$ cat src/rtl/video_timing_gen.sv
// video_timing_gen: raster timing generator producing h/v counters, blanking,
// sync and line/frame strobes from CRTC-style programmable timing values.
// Optional build macro VIDEO_TIMING_SHADOW_EN double-buffers all timing inputs
// so that they update only at frame boundaries. Without it, inputs are used live.
module video_timing_gen #(
  parameter int unsigned W               = 9,
  parameter int unsigned HBL_DELAY       = 1,
  parameter bit          SYNC_ACTIVE_LOW = 1'b1
) (
  input  logic         clk,
  input  logic         reset,
  input  logic [W-1:0] htotal,
  input  logic [W-1:0] vtotal,
  input  logic [W-1:0] hbstart,
  input  logic [W-1:0] vbstart,
  input  logic [W-1:0] hsstart,
  input  logic [W-1:0] hsend,
  input  logic [W-1:0] vsstart,
  input  logic [W-1:0] vsend,
  input  logic [3:0]   hs_offset,
  input  logic [3:0]   vs_offset,
  output logic [W-1:0] hc,
  output logic [W-1:0] vc,
  output logic         hbl,
  output logic         vbl,
  output logic         hbl_dly,
  output logic         hsync,
  output logic         vsync,
  output logic         line_start,
  output logic         frame_start
);

  // Timing values as seen by the counters (c_*) and by the flag logic (f_*)
  logic [W-1:0] c_htotal, c_vtotal;
  logic [W-1:0] f_hbstart, f_vbstart, f_hsstart, f_hsend, f_vsstart, f_vsend;
  logic [3:0]   f_hs_off, f_vs_off;

  logic [W-1:0] hc_nxt, vc_nxt;
  logic         h_wrap;
  logic [W-1:0] hs0, hs1, vs0, vs1;

`ifdef VIDEO_TIMING_SHADOW_EN
  logic [W-1:0] s_htotal, s_vtotal, s_hbstart, s_vbstart;
  logic [W-1:0] s_hsstart, s_hsend, s_vsstart, s_vsend;
  logic [3:0]   s_hs_off, s_vs_off;
  logic         frame_wrap;

  assign frame_wrap = (hc_nxt == '0) && (vc_nxt == '0);

  // Shadow copies of the timing inputs, refreshed in reset and at frame wrap
  always_ff @(posedge clk) begin
    if (reset || frame_wrap) begin
      s_htotal  <= htotal;
      s_vtotal  <= vtotal;
      s_hbstart <= hbstart;
      s_vbstart <= vbstart;
      s_hsstart <= hsstart;
      s_hsend   <= hsend;
      s_vsstart <= vsstart;
      s_vsend   <= vsend;
      s_hs_off  <= hs_offset;
      s_vs_off  <= vs_offset;
    end
  end

  // Counters always run from the shadow copy. The flags registered on the wrap
  // edge describe cycle (0,0) of the new frame, so they use the values being
  // loaded on that same edge rather than the outgoing shadow copy.
  always_comb begin
    c_htotal  = s_htotal;
    c_vtotal  = s_vtotal;
    f_hbstart = frame_wrap ? hbstart   : s_hbstart;
    f_vbstart = frame_wrap ? vbstart   : s_vbstart;
    f_hsstart = frame_wrap ? hsstart   : s_hsstart;
    f_hsend   = frame_wrap ? hsend     : s_hsend;
    f_vsstart = frame_wrap ? vsstart   : s_vsstart;
    f_vsend   = frame_wrap ? vsend     : s_vsend;
    f_hs_off  = frame_wrap ? hs_offset : s_hs_off;
    f_vs_off  = frame_wrap ? vs_offset : s_vs_off;
  end
`else
  // Live timing inputs
  always_comb begin
    c_htotal  = htotal;
    c_vtotal  = vtotal;
    f_hbstart = hbstart;
    f_vbstart = vbstart;
    f_hsstart = hsstart;
    f_hsend   = hsend;
    f_vsstart = vsstart;
    f_vsend   = vsend;
    f_hs_off  = hs_offset;
    f_vs_off  = vs_offset;
  end
`endif

  // Half-open window [a, b) that wraps through zero when a > b; empty when a == b
  function automatic logic in_window(input logic [W-1:0] x, input logic [W-1:0] a,
                                     input logic [W-1:0] b);
    if (a < b)      return (x >= a) && (x < b);
    else if (a > b) return (x >= a) || (x < b);
    else            return 1'b0;
  endfunction

  // Next counter values and offset-adjusted sync windows
  always_comb begin
    h_wrap = (hc >= c_htotal);
    hc_nxt = h_wrap ? '0 : hc + W'(1);
    vc_nxt = vc;
    if (h_wrap) vc_nxt = (vc >= c_vtotal) ? '0 : vc + W'(1);
    hs0 = f_hsstart + {{(W-4){f_hs_off[3]}}, f_hs_off};
    hs1 = f_hsend   + {{(W-4){f_hs_off[3]}}, f_hs_off};
    vs0 = f_vsstart + {{(W-4){f_vs_off[3]}}, f_vs_off};
    vs1 = f_vsend   + {{(W-4){f_vs_off[3]}}, f_vs_off};
  end

  // Counters and flags, all registered from the next-state counters
  always_ff @(posedge clk or posedge reset) begin
    if (reset) begin
      hc          <= '0;
      vc          <= '0;
      hbl         <= 1'b0;
      vbl         <= 1'b0;
      hsync       <= SYNC_ACTIVE_LOW;
      vsync       <= SYNC_ACTIVE_LOW;
      line_start  <= 1'b0;
      frame_start <= 1'b0;
    end else begin
      hc          <= hc_nxt;
      vc          <= vc_nxt;
      hbl         <= (hc_nxt >= f_hbstart);
      vbl         <= (vc_nxt >= f_vbstart);
      hsync       <= in_window(hc_nxt, hs0, hs1) ^ SYNC_ACTIVE_LOW;
      vsync       <= in_window(vc_nxt, vs0, vs1) ^ SYNC_ACTIVE_LOW;
      line_start  <= (hc_nxt == '0);
      frame_start <= (hc_nxt == '0) && (vc_nxt == '0);
    end
  end

  generate
    if (HBL_DELAY == 0) begin : g_no_dly
      assign hbl_dly = hbl;
    end else begin : g_dly
      logic [HBL_DELAY-1:0] dly;

      // Shift register delaying hbl by HBL_DELAY clocks
      always_ff @(posedge clk or posedge reset) begin
        if (reset) begin
          dly <= '0;
        end else begin
          dly[0] <= hbl;
          for (int unsigned i = 1; i < HBL_DELAY; i++) dly[i] <= dly[i-1];
        end
      end

      assign hbl_dly = dly[HBL_DELAY-1];
    end
  endgenerate

endmodule

$ cat config.mk
export PLATFORM = sky130hd
export DESIGN_NAME = video_timing_gen
export DESIGN_NICKNAME = d
export VERILOG_FILES = /design/src/rtl/video_timing_gen.sv
export SDC_FILE = /design/constraint.sdc
export NUM_CORES = 1
export LEC_CHECK = 0
export CAP_MARGIN = 20
export CORE_MARGIN = 2
export CORE_UTILIZATION = 66
export DETAILED_ROUTE_END_ITERATION = 7
export DONT_BUFFER_PORTS = 1
export HOLD_SLACK_MARGIN = 0.15
export PLACE_DENSITY = 0.82
export SYNTH_ARGS = -nofsm -noshare
export SYNTH_HDL_FRONTEND = slang
export SYNTH_SLANG_ARGS = --single-unit
$ cat constraint.sdc
create_clock -name clk -period 4.5 [get_ports clk]
set_clock_uncertainty 0.2 [all_clocks]
set_input_delay 0.9 -clock clk [delete_from_list [all_inputs] [get_ports clk]]
set_output_delay 0.9 -clock clk [all_outputs]
set_load 0.005 [all_outputs]
==> metrics.md <==
| Metric | Value |
|---|---|
| Status | completed |
| # fillers | 572 |
| Final min period | 4.09 ns |
| Synth cell types | 55 |
| DR vias | 4,002 |
| Die span in x | 86.7 um |
| CTS tree | done |
| Final instance area | 0.00471 mm2 |
| Top-area cell type share of the netlist area | 0.339 |
| Root buffer cell | clkbuf_8 |
| Worst min path class | reg -> reg |
| Max_slew headroom | 0.369 |
| Worst EP required | 4.50 ns |
| Reg2reg setup slack | 0.45 ns |
| Final std cells w/o fill | 636 |
| Insertion delay to the later sink of the worst-skew pair | 0.28 ns |
| Switching part of the total | 0.492 |
| Area after DPL | 0.00466 mm2 |
| IO Count | 107 |
| Port bufs | 0 |
| GPL Wtd Cong | 0.922 |
| Row count | 30 |
| Diodes inserted | 0 |
| End of the critical path | hsync |
| Final max-slew violation count | 0 |
| Pre-CTS setup slack | 0.0592 ns |
| Most used DFF post-synth | dfrtp_1 |
| Hold Vio Cnt, Final | 0 |
| Post-synthesis instance area | 0.00451 mm2 |
| DIE HEIGHT | 86.7 um |
| 1st-iter DRT viols | 170 |
| Synthesis-to-layout area growth | 4.36% |
| Most common cell after layout, fill and taps aside | ha_1 |
| Power Dens Cells | 394 mW/mm2 |
| Placed insts | 632 |
| All-layer global routing usage | 0.274 |
| Pleak | 2.50 nW |
| Fin crit share | 0.910 |
| Max Fclk | 0.244 GHz |
| Final-report setup violation count | 0 |
| Synth area leaders | ha_1 (34%), dfrtp_1 (13%), inv_1 (5.0%), xnor2_1 (4.9%), a21oi_1 (4.3%) |
| Ys async rst share | 1.00 |
| Critical R2R Capture | vsync |
| Number of global-route vias before repair | 3,879 |
| Crit end category | register |
| First-pass DRT Iterations | 5 |
| Largest area contributor in the netlist | ha_1 |
| Layout cell share with drive strength beyond 1 | 0.0504 |
| Post-route DRC violation count | 0 |
| Pin count of the biggest net entering global routing | 26 |
| H-tree levels | 1 |
| Maximum VDD drop | 0.195 mV |
| Syn Nets | 755 |
| Internal power | 0.942 mW |
| Remaining antenna violation count | 0 |
| First-pass GRT wire length | 16.9 mm |
| Crit Path Class | in -> reg |
| R2R depth | 16 |
| Crit-path max FO | 15 |
| Warnings, synthesis | 0 |
| Critical Path Source Type | input port |
| Slew @ Worst Pin | 0.946 ns |
| Initial antenna violation count | 0 |
| Total CTS buffers | 3 |
| Post-synthesis sequential area ratio | 0.139 |
| Sinks on Clock Net | 25 |
| Die area | 0.00751 mm2 |
| Total wire length | 10.1 mm |
| Critical-path cell list | inv_1, ha_1, a21oi_1, nand2_1, a211o_1, or2_2, buf_4, nor2_1, ha_1, a211oi_1, o21ai_0, o211ai_1, a21oi_1, a211oi_1, nor2_1, or3_1 |
| Most frequent cells in the layout | ha_1 (122), inv_1 (60), nor2_1 (42) |
| Total gr overflow | 0 |
| Worst R2R Start | hc[0] |
| Comb power frac | 0.687 |
| Core area | 0.00672 mm2 |
| Final worst setup slack | 0.406 ns |
| Storage element area | 628 um2 |
| WL per Instance | 15.8 um |
| Placed wire-length estimate | 8.68 mm |
| Worst Path Arrival | 4.10 ns |
| Longest Clk Path Bufs | 2 |
| Net Sw Power | 0.911 mW |
| Max_cap viols | 0 |
| Cts-stage hold buffer count | 0 |
| Initial Util | 0.671 |
| Layout Nets | 765 |
| Max incr delay on CP | 0.42 ns |
| #FFs+latches synth | 25 |
| Clk pin slew, worst setup/hold paths | 0.09 ns |
| Utilization after layout | 0.700 |
| Synth Instances | 547 |
| Clk pwr share | 0.079 |
| Critical Path Start | htotal[7] |
| Slowest stage cell on the critical path | or2_2 |
| Post-synth EDFFs | 0 |
| Vias/cell | 6.29 |
| Multi-input gate area | 0.00363 mm2 |
| Seq pwr share | 0.234 |
| Sum Neg Setup Slack | 0 ns |
| RSZ-0062 raised after global routing | no |
| Average size of a mapped cell | 8.24 um2 |
-- per-stage QoR --
step / power (mW) / hold WS (ns)
after floorplan: 1.37 / 0.176
after global placement: 1.62 / 0.193
after detailed placement: 1.70 / 0.197
after CTS: 1.84 / 0.218
after global routing: 2.08 / 0.235
final: 1.85 / 0.213
-- power by group through the flow --
stage	Clock, mW	Combinational, mW	Sequential (mW)
detailed placement	0	1.26	0.436
global placement	0	1.19	0.431
finish	0.146	1.27	0.434
floorplan	0	0.990	0.380
CTS	0.143	1.27	0.431
global route	0.152	1.48	0.448
-- how the worst min path moves through the flow --
stage	from	to	slack [ns]	cells past startpoint
global route	hbl	hbl_dly	0.24	0
detailed placement	hbl	hbl_dly	0.20	0
floorplan	hbl	hbl_dly	0.18	0
global placement	hbl	hbl_dly	0.19	0
finish	hbl	hbl_dly	0.21	0
CTS	hbl	hbl_dly	0.22	0
-- registers in the layout (all words and copies together), names as in the netlist --
register and flops:
hbl 1, frame_start 1, hsync 1, vsync 1
hbl_dly 1, hc 9, line_start 1, vbl 1
vc 9
-- worst max-delay path: cells and delay by family --
kind | cells | cell delay [ns]
buffers and inverters | 2 | 0.22
and+or+nand+nor | 5 | 1.15
adders and majority gates | 2 | 0.59
AOI/OAI and AO/OA | 7 | 1.24
-- per-layer routing --
metal | track usage | share of wire | vias to the layer above | wire [um]
met2 | 0.487 | 0.48 | 145 | 4830
met5 | 0 | 0 | - | 0
met1 | 0.357 | 0.45 | 1840 | 4530
li1 | - | - | 1998 | -
met4 | 0.0526 | 0.013 | 0 | 133
met3 | 0.0371 | 0.058 | 19 | 580
-- final cells by class --
type                    instances  share of cell area
clock inverters                 1             0.00160
multi-input cells             457               0.771
well taps                      80              0.0213
inverters                      60              0.0479
clock buffers                   3             0.00877
repair buffers                 10              0.0160
flip-flops and latches         25               0.133
-- cells in the mapped netlist (all sizes together), types with 3 or more instances --
cell type and n:
dfrtp 23, nand2 30, or3 4, nor2b 13
a21o 18, xor2 17, o21ai 26, nor3 13
a31oi 4, or2 4, ha 122, buf 3
nand3 16, a211o 4, a21oi 39, nand4 9
nand2b 9, nor2 43, and3 4, xnor2 25
o31ai 3, o21a 10, a211oi 5, o211ai 4
a2111oi 6, fa 4, inv 60, nor4 4
-- timing repair --
| action | CTS | global route |
|---|---|---|
| endpoints found under the setup margin | 0 | 1 |
| resized for setup | 0 | 2 |
| setup buffers | 0 | 0 |
-- kinds of logic after synthesis --
| kind of cell | after synthesis | synth area share |
|---|---|---|
| AO/OA/AOI/OAI | 134 | 0.195 |
| XOR/XNOR | 42 | 0.0816 |
| adder cells (fa/ha/maj) | 126 | 0.356 |
| buffers and inverters | 65 | 0.0560 |
| flip-flops | 25 | 0.139 |
| AND/OR/NAND/NOR | 155 | 0.172 |
Note: power is estimated with default switching activity, not from simulation.
